### src/rtl/lcd_pkg.sv
// Shared types, init ROM and timing defaults for the HD44780 write engine.
// Timing values are in clk cycles; defaults assume a 50 MHz clock.
package lcd_pkg;

  typedef enum logic [2:0] {
    PWRUP,
    INIT_LOAD,
    IDLE,
    SETUP,
    PULSE,
    HOLD,
    EXEC
  } lcd_state_e;

  localparam int DEF_T_PWRUP_CYC = 750000;
  localparam int DEF_T_SETUP_CYC = 4;
  localparam int DEF_T_EN_CYC    = 25;
  localparam int DEF_T_HOLD_CYC  = 4;
  localparam int DEF_T_EXEC_CYC  = 2500;
  localparam int DEF_T_SLOW_CYC  = 82000;

  // Function set 8-bit/2-line x3, display on, clear, entry mode increment.
  localparam int INIT_LEN = 6;
  localparam logic [7:0] INIT_ROM [INIT_LEN] = '{8'h38, 8'h38, 8'h38, 8'h0C, 8'h01, 8'h06};
  localparam logic [2:0] INIT_LAST = 3'(INIT_LEN - 1);

  function automatic logic [7:0] init_rom(input logic [2:0] idx);
    logic [7:0] b;
    b = 8'h00;
    for (int i = 0; i < INIT_LEN; i++) begin
      if (idx == 3'(i)) b = INIT_ROM[i];
    end
    return b;
  endfunction

  // Clear display (01) and return home (02/03) need the long execution time.
  function automatic logic is_slow_cmd(input logic rs, input logic [7:0] b);
    return !rs && ((b[7:1] == 7'b0000001) || (b == 8'h01));
  endfunction

endpackage

### src/rtl/lcd_timer.sv
// Loadable down-counter: holds at zero, done_o flags zero.
// A load of N-1 on state entry therefore yields exactly N cycles in that state.
module lcd_timer #(
  parameter int              W       = 8,
  parameter logic [W-1:0]    RST_VAL = '0
) (
  input  logic         clk_i,
  input  logic         rst_ni,
  input  logic         load_i,
  input  logic [W-1:0] value_i,
  output logic         done_o
);

  logic [W-1:0] count_reg;

  always_ff @(posedge clk_i or negedge rst_ni) begin
    if (!rst_ni) begin
      count_reg <= RST_VAL;
    end else if (load_i) begin
      count_reg <= value_i;
    end else if (count_reg != '0) begin
      count_reg <= count_reg - 1'b1;
    end
  end

  assign done_o = (count_reg == '0);

endmodule

### src/rtl/lcd_hd44780_ctrl.sv
// HD44780 character-LCD write engine: power-up wait, fixed init sequence,
// then one byte per valid/ready handshake with setup/EN/hold/exec timing.
module lcd_hd44780_ctrl
  import lcd_pkg::*;
#(
  parameter int T_PWRUP_CYC = DEF_T_PWRUP_CYC,
  parameter int T_SETUP_CYC = DEF_T_SETUP_CYC,
  parameter int T_EN_CYC    = DEF_T_EN_CYC,
  parameter int T_HOLD_CYC  = DEF_T_HOLD_CYC,
  parameter int T_EXEC_CYC  = DEF_T_EXEC_CYC,
  parameter int T_SLOW_CYC  = DEF_T_SLOW_CYC
) (
  input  logic       clk_i,
  input  logic       rst_ni,
  input  logic       req_valid_i,
  output logic       req_ready_o,
  input  logic       req_rs_i,
  input  logic [7:0] req_data_i,
  output logic       init_done_o,
  output logic       busy_o,
  output logic [7:0] lcd_data_o,
  output logic       lcd_rs_o,
  output logic       lcd_rw_o,
  output logic       lcd_en_o,
  output logic       lcd_on_o
);

  localparam int T_MAX = (T_PWRUP_CYC > T_SLOW_CYC) ? T_PWRUP_CYC : T_SLOW_CYC;
  localparam int TW    = $clog2(T_MAX + 1);

  typedef logic [TW-1:0] tval_t;

  localparam tval_t LD_PWRUP = tval_t'(T_PWRUP_CYC - 1);
  localparam tval_t LD_SETUP = tval_t'(T_SETUP_CYC - 1);
  localparam tval_t LD_EN    = tval_t'(T_EN_CYC - 1);
  localparam tval_t LD_HOLD  = tval_t'(T_HOLD_CYC - 1);
  localparam tval_t LD_EXEC  = tval_t'(T_EXEC_CYC - 1);
  localparam tval_t LD_SLOW  = tval_t'(T_SLOW_CYC - 1);

  lcd_state_e state_reg, state_next;
  logic [2:0] idx_reg, idx_next;
  logic       init_done_reg, init_done_next;
  logic       ready_reg, ready_next;
  logic       en_reg, en_next;
  logic       rs_reg, rs_next;
  logic [7:0] data_reg, data_next;
  logic       on_reg;

  logic  tmr_load;
  tval_t tmr_value;
  logic  tmr_done;

  lcd_timer #(
    .W       (TW),
    .RST_VAL (LD_PWRUP)
  ) u_timer (
    .clk_i   (clk_i),
    .rst_ni  (rst_ni),
    .load_i  (tmr_load),
    .value_i (tmr_value),
    .done_o  (tmr_done)
  );

  // State and registered pin/handshake outputs.
  always_ff @(posedge clk_i or negedge rst_ni) begin
    if (!rst_ni) begin
      state_reg     <= PWRUP;
      idx_reg       <= '0;
      init_done_reg <= 1'b0;
      ready_reg     <= 1'b0;
      en_reg        <= 1'b0;
      rs_reg        <= 1'b0;
      data_reg      <= '0;
      on_reg        <= 1'b0;
    end else begin
      state_reg     <= state_next;
      idx_reg       <= idx_next;
      init_done_reg <= init_done_next;
      ready_reg     <= ready_next;
      en_reg        <= en_next;
      rs_reg        <= rs_next;
      data_reg      <= data_next;
      on_reg        <= 1'b1;
    end
  end

  always_comb begin
    state_next = state_reg;
    case (state_reg)
      PWRUP:     if (tmr_done) state_next = INIT_LOAD;
      INIT_LOAD: state_next = SETUP;
      IDLE:      if (req_valid_i && ready_reg) state_next = SETUP;
      SETUP:     if (tmr_done) state_next = PULSE;
      PULSE:     if (tmr_done) state_next = HOLD;
      HOLD:      if (tmr_done) state_next = EXEC;
      EXEC: begin
        if (tmr_done) begin
          state_next = (!init_done_reg && (idx_reg != INIT_LAST)) ? INIT_LOAD : IDLE;
        end
      end
      default:   state_next = PWRUP;
    endcase
  end

  // Outputs are computed from the state being entered so the pins line up
  // with the state boundaries after the clock edge.
  always_comb begin
    tmr_load = (state_next != state_reg);
    case (state_next)
      PWRUP:   tmr_value = LD_PWRUP;
      SETUP:   tmr_value = LD_SETUP;
      PULSE:   tmr_value = LD_EN;
      HOLD:    tmr_value = LD_HOLD;
      EXEC:    tmr_value = is_slow_cmd(rs_reg, data_reg) ? LD_SLOW : LD_EXEC;
      default: tmr_value = '0;
    endcase

    en_next    = (state_next == PULSE);
    ready_next = (state_next == IDLE);

    rs_next   = rs_reg;
    data_next = data_reg;
    if (state_reg == INIT_LOAD) begin
      rs_next   = 1'b0;
      data_next = init_rom(idx_reg);
    end else if (state_reg == IDLE && state_next == SETUP) begin
      rs_next   = req_rs_i;
      data_next = req_data_i;
    end

    idx_next       = idx_reg;
    init_done_next = init_done_reg;
    if (state_reg == EXEC && tmr_done && !init_done_reg) begin
      if (idx_reg != INIT_LAST) begin
        idx_next = idx_reg + 3'd1;
      end else begin
        init_done_next = 1'b1;
      end
    end
  end

  assign req_ready_o = ready_reg;
  assign busy_o      = ~ready_reg;
  assign init_done_o = init_done_reg;
  assign lcd_data_o  = data_reg;
  assign lcd_rs_o    = rs_reg;
  assign lcd_rw_o    = 1'b0;
  assign lcd_en_o    = en_reg;
  assign lcd_on_o    = on_reg;

endmodule

### config.mk
export PLATFORM = sky130hd
export DESIGN_NAME = lcd_hd44780_ctrl
export DESIGN_NICKNAME = d
export VERILOG_FILES = /design/src/rtl/lcd_pkg.sv /design/src/rtl/lcd_timer.sv /design/src/rtl/lcd_hd44780_ctrl.sv
export SDC_FILE = /design/constraint.sdc
export NUM_CORES = 1
export LEC_CHECK = 0
export ABC_CLOCK_PERIOD_IN_PS = 6730
export CAP_MARGIN = 40
export CORE_MARGIN = 2
export CORE_UTILIZATION = 60
export DETAILED_ROUTE_END_ITERATION = 6
export HOLD_SLACK_MARGIN = 0.12
export PLACE_DENSITY = 0.85
export SYNTH_ARGS = -nofsm -noshare
export SYNTH_HDL_FRONTEND = slang
export SYNTH_SLANG_ARGS = --single-unit
### constraint.sdc
create_clock -name clk_i -period 6.73 [get_ports clk_i]
set_input_delay 1.346 -clock clk_i [delete_from_list [all_inputs] [get_ports clk_i]]
set_output_delay 1.346 -clock clk_i [all_outputs]
set_load 0.02 [all_outputs]
==> run metrics, run 1 <==
status=completed; family with the most delay on the worst path=compound AO/OA/AOI/OAI gates; worst path required time=6.96 ns; Skew-Pair Late Insertion Delay=0.30 ns; site row count=22; Critical R2R Launch=u_timer.count_reg[9]$_DFFE_PN0P_; leakage power=1.070 nW; post-route core utilization=73.13%; Hold Path Origin=lcd_data_o[7]$_DFFE_PN0P_; Finish-stage setup viols=0; drt first-iter violations=142; total stage count of the critical path=6; depth of the most critical reg-to-reg path=5; total count of hold-check failures in the final report=0; Ports=27; Peak Freq=336.4 MHz; maximum fanout encountered on the critical timing path=9; post-detailed-route DRC marker count=0; slew margin rel.=35.50%; Initial Utilization=63.27%; type of the worst setup path=input pin to flip-flop; setup repair after global routing missed its margin=false; termination of the worst setup path=u_timer.count_reg[7]$_DFFE_PN1P_; synth top area cells=dfrtp_1 28%, dfstp_2 15%, nand2_1 5.9%; quantity of I/O buffers inserted on ports=25; routability-driven placement congestion ratio=0.9116; number of sinks on the clock net=39; slowest cell on the critical path=a211oi_1; overall die height=66.60 um; proportion of layout cells with a drive suffix above 1=12.41%; pin count of the biggest net entering global routing=24; Max rail drop VDD=0.1245 mV; Detail Placement HPWL=4042 um; Layout Area Growth over Synthesis=15.59%; Slew @ Worst Pin=0.9617 ns; count of state elements after synthesis=39; slowest stage delay, CP=0.84 ns; final worst-path cycle share=44.17%; CP arrival=3.20 ns; area after detailed placement=0.002626 sq mm; antenna violations before repair=0; Synth Cell Area=0.002351 sq mm; worst hold path cell count=2; clock slew at the register clock pins of the worst setup and hold paths=0.08 ns; yosys warns=0; critical path endpoint category=flip-flop; antenna-violating nets left=0; most used flip-flop cell after synthesis=dfrtp_1; clock buffers created by TritonCTS=5; final cell area excluding filler cells=0.002718 sq mm; Worst setup startpoint=req_valid_i; max FFs per register=20; antenna fix cells=0; width of the chip=66.60 um; series of cell instances along the critical path=clkdlybuf4s50_1, nand2_1, a211oi_1, a211oi_1, nand2_1, a31oi_1; H-Tree Level Count=2; Post-Synthesis Mean Instance Area=9.077 sq um; Post-Route Setup TNS=0 ns; count of instances resized after the clock tree is built=0; total buffers and inverters traversed by the critical path=1; post-synthesis cell count=259; global-route wire length before repair=9239 um; syn_nets=278; critical register-to-register path endpoint=idx_reg[1]$_DFFE_PN0P_; Post-CTS Setup Repair Bufs=0; count of hold buffers inserted by post-cts repair=0; number of search-and-repair iterations in the first detailed-routing pass=5; portion of synthesized cell area occupied by the leading cell type=27.67%; most used cells in the layout excluding fill and tap cells=37 x nand2_1, 26 x dfrtp_1, 24 x clkdlybuf4s50_1; biggest area consumer among synthesized cells=dfrtp_1; Bufs on Longest Clock Path=2; Die Outline Area=0.004435 sq mm; total number of vias=2039; startpoint kind of the worst setup timing path=input pin; worst min-delay path class=flip-flop to flip-flop; final critical path time including I/O delays and setup=2.972 ns; GRT Residual Overflow=0; count of distinct cell types in the synthesized netlist=57; Total Routing Usage GR=27.78%; CTS tree=yes; nets=300; number of max-slew violations in the final report=0; leading cell type in the layout, fill and taps excluded=nand2_1; wire length after detailed routing=5485 um; sequential-to-total area share from yosys stat=42.20%; Fin Clk Skew=0.009157 ns; clock root buffer=clkbuf_8; number of enable-type register cells in the synthesized netlist=0; vias in the first global route=1979; vias per inst=6.179; Power per Cell Area=152.4 mW/mm^2; core area=0.003716 sq mm; async set or reset register ratio after synthesis=100.0%; worst reg2reg setup slack=3.79 ns; max-cap check violation count=0; wire per inst=16.62 um
## power breakdown
part | internal [mW] | switching [mW] | leakage [nW] | total, mW
Clock | 0.0827 | 0.0824 | 0.0482 | 0.165
Combinational | 0.00742 | 0.00673 | 0.561 | 0.0142
Sequential | 0.235 | 0.0000632 | 0.461 | 0.235
## final cells by class
class | instances | area, sq um
Clock buffer | 7 | 86.33
Clock inverter | 1 | 5.005
Fill cell | 298 | 998.5
Inverter | 11 | 41.29
Multi-Input combinational cell | 197 | 1252
Sequential cell | 39 | 992.2
Tap cell | 48 | 60.06
Timing Repair Buffer | 27 | 280.3
## logic make-up after synthesis
family / after synthesis / synth area share, %
AND/OR/NAND/NOR: 110 / 24.37
AO/OA/AOI/OAI: 56 / 16.39
flip-flops: 39 / 42.20
buffers and inverters: 23 / 4.524
XOR/XNOR: 18 / 6.706
adder cells (fa/ha/maj): 8 / 4.151
multiplexers: 3 / 1.330
other: 2 / 0.3194
## metal layers
layer,vias up,GRT usage (%),part of all wire [%]
li1,976,-,-
met1,974,35.69,44
met2,81,47.63,49
met3,8,5.405,6.1
met4,0,7.653,1.1
met5,-,0,0
## worst min path at each step
stage                                             end  slack, ns
finish                      lcd_data_o[7]$_DFFE_PN0P_       0.55
global route                  init_done_o$_DFFE_PN0P_       0.57
CTS                         lcd_data_o[7]$_DFFE_PN0P_       0.55
detailed placement            init_done_o$_DFFE_PN0P_       0.53
global placement              init_done_o$_DFFE_PN0P_       0.51
floorplan           u_timer.count_reg[15]$_DFFE_PN0P_       0.53
## cells in the mapped netlist, types with 2 or more instances
cell       n
nand2_1   37
dfrtp_1   26
nor2_1    22
a21oi_1   14
dfstp_2   13
xnor2_1   12
a31oi_1   10
inv_1      9
nor3_1     9
ha_1       7
nand4_1    7
nor4_1     7
o21ai_0    7
nand3_1    6
xor2_1     6
clkbuf_1   5
a211oi_1   4
buf_2      4
o211ai_1   3
or4_1      3
a41o_1     2
and2_1     2
buf_4      2
clkinv_1   2
conb_1     2
mux2i_1    2
nor3b_1    2
o221ai_1   2
o41ai_1    2
or3_1      2
or4_4      2
## worst min-delay path: stages, from the launching register on
cell and delay [ns]:
dfrtp_1 0.40, nand2_1 0.06, a21oi_1 0.05
## metrics by stage
step	std cells	hold WS (ns)	setup WS [ns]	power, mW
after floorplan	259	0.5272	4.218	0.2408
after global placement	321	0.5091	3.589	0.2515
after detailed placement	322	0.5267	3.517	0.2537
after CTS	330	0.5516	3.820	0.4148
after global routing	330	0.5671	3.658	0.4268
final	330	0.5515	3.758	0.4142
Power figures use the tool's default switching activity.
==> run 2, diff against run 1 <==
--- a/config.mk
+++ b/config.mk
@@ -5,13 +5,13 @@
 export SDC_FILE = /design/constraint.sdc
 export NUM_CORES = 1
 export LEC_CHECK = 0
-export ABC_CLOCK_PERIOD_IN_PS = 6730
+export ABC_CLOCK_PERIOD_IN_PS = 2650
 export CAP_MARGIN = 40
 export CORE_MARGIN = 2
-export CORE_UTILIZATION = 60
+export CORE_UTILIZATION = 50
 export DETAILED_ROUTE_END_ITERATION = 6
 export HOLD_SLACK_MARGIN = 0.12
-export PLACE_DENSITY = 0.85
+export PLACE_DENSITY = 0.75
 export SYNTH_ARGS = -nofsm -noshare
 export SYNTH_HDL_FRONTEND = slang
 export SYNTH_SLANG_ARGS = --single-unit
==> constraint.sdc (replaced) <==
create_clock -name clk_i -period 2.65 [get_ports clk_i]
set_input_delay 0.53 -clock clk_i [delete_from_list [all_inputs] [get_ports clk_i]]
set_output_delay 0.53 -clock clk_i [all_outputs]
set_load 0.02 [all_outputs]
==> run 2 against run 1 <==
Effect of this change: final cell count increased by 4.2%; clock skew fell by 0.00053 ns; sequential power rose to 2.5 times the previous value; clock power increased to 3.1 times the previous value.
==> run metrics, run 2 (synthesized netlist as in run 1, its figures left out) <==
status=completed; antenna-violating nets left=0 (unchanged); nets=310 (+3.3%); area after detailed placement=0.002706 sq mm (+3.0%); Finish-stage setup viols=0 (unchanged); final critical path time including I/O delays and setup=2.332 ns; number of search-and-repair iterations in the first detailed-routing pass=5 (unchanged); post-detailed-route DRC marker count=0 (unchanged); Fin Hold WS=0.1541 ns (-0.3974 ns); maximum fanout encountered on the critical timing path=9 (unchanged); vias in the first global route=1987 (+0.40%); Initial Utilization=52.90% (-10 points); Power per Cell Area=406.1 mW/mm^2 (+170%); antenna fix cells=0 (unchanged); proportion of layout cells with a drive suffix above 1=15.75% (+3.3 points); Power, Total=1.147 mW (+180%); wire per inst=16.69 um (+0.43%); final worst-path cycle share=88.01%; Die Outline Area=0.005266 sq mm (+19%); width of the chip=72.57 um (+9.0%); startpoint kind of the worst setup timing path=flip-flop; worst reg2reg setup slack=0.32 ns (-3.47 ns); final cell area excluding filler cells=0.002824 sq mm (+3.9%); CTS tree=yes; leading cell type in the layout, fill and taps excluded=nand2_1; fillers=382 (+28%); clock buffers created by TritonCTS=5 (unchanged); max-cap check violation count=0 (unchanged); crit path setup slack, layout=0.3178 ns (-3.440 ns); setup repair after global routing missed its margin=false; fraction of power spent switching nets=19.76% (-1.8 points); sequential share of power=52.0% (-4.7 points); minimum setup slack after placement=0.3705 ns (-3.147 ns); Ports=27 (unchanged); routability-driven placement congestion ratio=0.8926 (-2.1%); total placed cells including tap cells=336 (+4.3%); total count of hold-check failures in the final report=0 (unchanged); NetSw=226.6 uW (+150%); wire length after detailed routing=5742 um (+4.7%); max FFs per register=20 (unchanged); count of hold buffers inserted by post-cts repair=0 (unchanged); worst path required time=2.83 ns (-4.13 ns); Detail Placement HPWL=4274 um (+5.7%); Total Routing Usage GR=23.63% (-4.2 points); share of power burned in the clock network=44.8% (+5.0 points); Post-Route Setup TNS=0 ns (unchanged); most used cells in the layout excluding fill and tap cells=37 x nand2_1, 26 x dfrtp_1, 24 x clkdlybuf4s50_1; depth of the most critical reg-to-reg path=6 (+1); core area=0.004444 sq mm (+20%); vias per inst=6.049 (-2.1%); Bufs on Longest Clock Path=2 (unchanged); Skew-Pair Late Insertion Delay=0.29 ns (about the same); total number of vias=2081 (+2.1%); clock root buffer=clkbuf_8; internal power summed over all cells=920.1 uW (+180%); Layout Area Growth over Synthesis=20.12%; pin count of the biggest net entering global routing=26 (+8.3%); quantity of I/O buffers inserted on ports=25 (unchanged); critical path endpoint category=flip-flop; number of max-slew violations in the final report=0 (unchanged); number of sinks on the clock net=39 (unchanged); clock slew at the register clock pins of the worst setup and hold paths=0.08 ns (about the same); type of the worst setup path=flip-flop to flip-flop; post-route core utilization=63.54% (-9.6 points); GRT Residual Overflow=0 (unchanged); global-route wire length before repair=9584 um (+3.7%); CP arrival=2.51 ns (-0.69 ns); Post-CTS Setup Repair Bufs=0 (unchanged); count of instances resized after the clock tree is built=0 (unchanged); overall die height=72.57 um (+9.0%); Max rail drop VDD=0.2820 mV (+130%); site row count=24 (+9.1%); H-Tree Level Count=2 (unchanged); leakage power=1.135 nW (+6.1%); Fin Clk Skew=0.008628 ns (-0.0005292 ns); Finished Layout Cells=344 (+4.2%); part of the total power dissipated in combinational logic=3.1% (-0.3 points); drt first-iter violations=143 (+0.70%); antenna violations before repair=0 (unchanged); worst min-delay path class=input pin to asynchronous set/reset pin; Peak Freq=428.8 MHz
==> run 2: worst paths after layout <==
kind	start	endpoint
setup reg to reg	u_timer.count_reg[9]$_DFFE_PN0P_	u_timer.count_reg[6]$_DFFE_PN0P_
min in group clk_i	init_done_o$_DFFE_PN0P_	init_done_o$_DFFE_PN0P_
setup / recovery	u_timer.count_reg[9]$_DFFE_PN0P_	u_timer.count_reg[6]$_DFFE_PN0P_
max in group asynchronous	rst_ni	u_timer.count_reg[16]$_DFFE_PN1P_
hold reg to reg	init_done_o$_DFFE_PN0P_	init_done_o$_DFFE_PN0P_
hold / removal	rst_ni	u_timer.count_reg[11]$_DFFE_PN0P_
==> run 2: metal layers <==
| metal | wire, um | track usage (%) | part of all wire, % |
|---|---|---|---|
| met1 | 2585 | 31.20 | 45 |
| met2 | 2723 | 38.69 | 47 |
| met3 | 362 | 4.696 | 6.3 |
| met4 | 71 | 8.436 | 1.2 |
| met5 | 0 | 0 | 0 |
==> run 2: power groups by stage <==
stage | Combinational [mW] | Clock, mW | Sequential, mW
after CTS | 0.0366 | 0.524 | 0.597
after floorplan | 0.00266 | 0 | 0.609
after global placement | 0.0313 | 0 | 0.608
final | 0.0358 | 0.514 | 0.597
after detailed placement | 0.0365 | 0 | 0.608
after global routing | 0.0405 | 0.545 | 0.597
==> run 2: final cells by class <==
class / instances / area, sq um / area share (%)
multi-input cells: 197 / 1252 / 44.35
flip-flops and latches: 39 / 992.2 / 35.14
repair buffers: 37 / 355.3 / 12.58
clock buffers: 6 / 82.58 / 2.924
well taps: 52 / 65.06 / 2.304
inverters: 11 / 41.29 / 1.462
clock inverters: 2 / 35.03 / 1.241
==> run 2: critical path, stage by stage, from the launching register on <==
cell	delay [ns]
dfrtp_1	0.42
or4_4	0.58
nor4_4	0.35
and2_1	0.36
buf_4	0.21
nor4_1	0.06
a41o_1	0.24
==> run 3, diff against run 2 <==
--- a/config.mk
+++ b/config.mk
@@ -9,6 +9,7 @@
 export CAP_MARGIN = 40
 export CORE_MARGIN = 2
 export CORE_UTILIZATION = 50
+export CTS_BUF_LIST = sky130_fd_sc_hd__clkbuf_16
 export DETAILED_ROUTE_END_ITERATION = 6
 export HOLD_SLACK_MARGIN = 0.12
 export PLACE_DENSITY = 0.75
==> run 3 against run 2 <==
Effect of this change: final cell count is the same; die area is the same; largest cell class unchanged; register-to-register slack is essentially flat; core utilization grew 1.0 points; clock power grew 30%; critical path depth is the same; non-clock buffer count is the same; sequential power is essentially flat; count of clock-buffer cells in the layout shrank 1; routed wire length grew 0.45%; sequential share of layout area shrank 0.57 points.
==> run metrics, run 3 (synthesized netlist as in run 1, its figures left out) <==
Ports=27 (unchanged); leading cell type in the layout, fill and taps excluded=nand2_1; most used cells in the layout excluding fill and tap cells=37 x nand2_1, 26 x dfrtp_1, 24 x clkdlybuf4s50_1; proportion of layout cells with a drive suffix above 1=15.41% (-0.34 points); leakage power=1.155 nW (+1.8%); Die Outline Area=0.005266 sq mm (unchanged); number of sinks on the clock net=39 (unchanged); number of max-slew violations in the final report=0 (unchanged); slowest stage delay, CP=0.58 ns (about the same); Detail Placement HPWL=4274 um (unchanged); Total Routing Usage GR=23.99% (+0.36 points); crit path setup slack, layout=0.3288 ns (+0.01104 ns); Initial Utilization=52.90% (unchanged); antenna-violating nets left=0 (unchanged); drt first-iter violations=169 (+18%); Power, Total=1.301 mW (+13%); fillers=375 (-1.8%); max-cap check violation count=0 (unchanged); internal power summed over all cells=1.055 mW (+15%); Max rail drop VDD=0.3017 mV (+7.0%); number of search-and-repair iterations in the first detailed-routing pass=4 (-1); clock buffers created by TritonCTS=5 (unchanged); multi-input combinational cell area=0.001252 sq mm (unchanged); count of hold buffers inserted by post-cts repair=0 (unchanged); Post-CTS Setup Repair Bufs=0 (unchanged); sequential share of power=45.9% (-6.1 points); NetSw=246.1 uW (+8.6%); total count of hold-check failures in the final report=0 (unchanged); slowest cell on the critical path=or4_4; core area=0.004444 sq mm (unchanged); fraction of power spent switching nets=18.91% (-0.85 points); routability-driven placement congestion ratio=0.8926 (unchanged); wire length after detailed routing=5768 um (+0.45%); Layout Area Growth over Synthesis=22.09%; H-Tree Level Count=2 (unchanged); CTS tree=yes; clock root buffer=clkbuf_16; GRT Residual Overflow=0 (unchanged); clock slew at the register clock pins of the worst setup and hold paths=0.06 ns (-0.02 ns); antenna violations before repair=0 (unchanged); Fin Clk Skew=0.005168 ns (-0.003461 ns); site row count=24 (unchanged); critical path endpoint category=flip-flop; final critical path time including I/O delays and setup=2.321 ns (-0.01104 ns); share of power burned in the clock network=51.3% (+6.5 points); Peak Freq=430.8 MHz (+0.48%); CP arrival=2.49 ns (-0.02 ns); max FFs per register=20 (unchanged); final cell area excluding filler cells=0.002870 sq mm (+1.6%); Post-Route Setup TNS=0 ns (unchanged); register cell area after layout=992.2 sq um (unchanged); status=completed; width of the chip=72.57 um (unchanged); vias in the first global route=1998 (+0.55%); quantity of I/O buffers inserted on ports=25 (unchanged); wire per inst=16.77 um (+0.45%); series of cell instances along the critical path=or4_4, nor4_4, and2_1, buf_4, nor4_1, a41o_1; vias per inst=5.994 (-0.91%); Fin Hold WS=0.1723 ns (+0.01817 ns); total number of vias=2062 (-0.91%); Finish-stage setup viols=0 (unchanged); overall die height=72.57 um (unchanged); nets=310 (unchanged); Power per Cell Area=453.3 mW/mm^2 (+12%); setup repair after global routing missed its margin=false; Skew-Pair Late Insertion Delay=0.28 ns (about the same); post-detailed-route DRC marker count=0 (unchanged); antenna fix cells=0 (unchanged); Bufs on Longest Clock Path=2 (unchanged); type of the worst setup path=flip-flop to flip-flop; maximum fanout encountered on the critical timing path=9 (unchanged); minimum setup slack after placement=0.3705 ns (unchanged); worst min-delay path class=input pin to asynchronous set/reset pin; final worst-path cycle share=87.59% (-0.42 points); global-route wire length before repair=9618 um (+0.35%); area after detailed placement=0.002706 sq mm (unchanged); worst path required time=2.82 ns (about the same); startpoint kind of the worst setup timing path=flip-flop; count of instances resized after the clock tree is built=0 (unchanged); pin count of the biggest net entering global routing=26 (unchanged); part of the total power dissipated in combinational logic=2.7% (-0.4 points)
[run 3: changes by cell type in the layout (fill, tap and decap cells not counted), sizes merged]
cell / delta
clkbuf: -1
clkinv: +1
[run 3: metrics by stage]
stage,instances,util [%]
detailed placement,336,60.90
finish,344,64.58
global route,344,64.58
global placement,335,60.28
floorplan,259,-
CTS,344,64.58
[run 3: layout make-up]
cell class | count | share of cell area [%]
Multi-Input combinational cell | 197 | 43.64
Sequential cell | 39 | 34.57
Inverter | 11 | 1.439
Clock inverter | 3 | 1.351
Clock buffer | 5 | 4.359
Timing Repair Buffer | 37 | 12.38
Tap cell | 52 | 2.267
[run 3: critical path, delay by kind of cell, from the launching register on]
family	cells	cell delay, ns
AOI/OAI and AO/OA	1	0.24
and+or+nand+nor	4	1.35
buffers and inverters	1	0.21
DFF	1	0.42
[run 3: worst paths after layout]
kind	startpoint	endpoint	slack [ns]	depth (start not counted)
max in group asynchronous	rst_ni	u_timer.count_reg[16]$_DFFE_PN1P_	1.94	2
worst min register to register	init_done_o$_DFFE_PN0P_	init_done_o$_DFFE_PN0P_	0.54	1
min in group clk_i	init_done_o$_DFFE_PN0P_	init_done_o$_DFFE_PN0P_	0.54	1
worst max-delay path	u_timer.count_reg[9]$_DFFE_PN0P_	u_timer.count_reg[6]$_DFFE_PN0P_	0.33	6
worst min-delay path	rst_ni	u_timer.count_reg[11]$_DFFE_PN0P_	0.17	1
worst max register to register	u_timer.count_reg[9]$_DFFE_PN0P_	u_timer.count_reg[6]$_DFFE_PN0P_	0.33	6
[run 3: per-layer routing]
| layer | part of all wire, % | global-route usage (%) | vias up | wire length [um] |
|---|---|---|---|---|
| li1 | - | - | 1008 | - |
| met2 | 47 | 39.09 | 68 | 2728 |
| met5 | 0 | 0 | - | 0 |
| met3 | 6.3 | 7.044 | 5 | 364 |
| met4 | 1.1 | 6.790 | 0 | 65 |
| met1 | 45 | 31.17 | 981 | 2609 |
[run 3: power by group through the flow]
| stage | Combinational [mW] | Clock, mW | Sequential [mW] |
|---|---|---|---|
| 2_1_floorplan | 0.00266 | 0 | 0.609 |
| 3_3_place_gp | 0.0313 | 0 | 0.608 |
| 3_5_place_dp | 0.0365 | 0 | 0.608 |
| 4_1_cts | 0.0367 | 0.680 | 0.598 |
| 5_1_grt | 0.0405 | 0.707 | 0.597 |
| 6_report | 0.0358 | 0.668 | 0.598 |
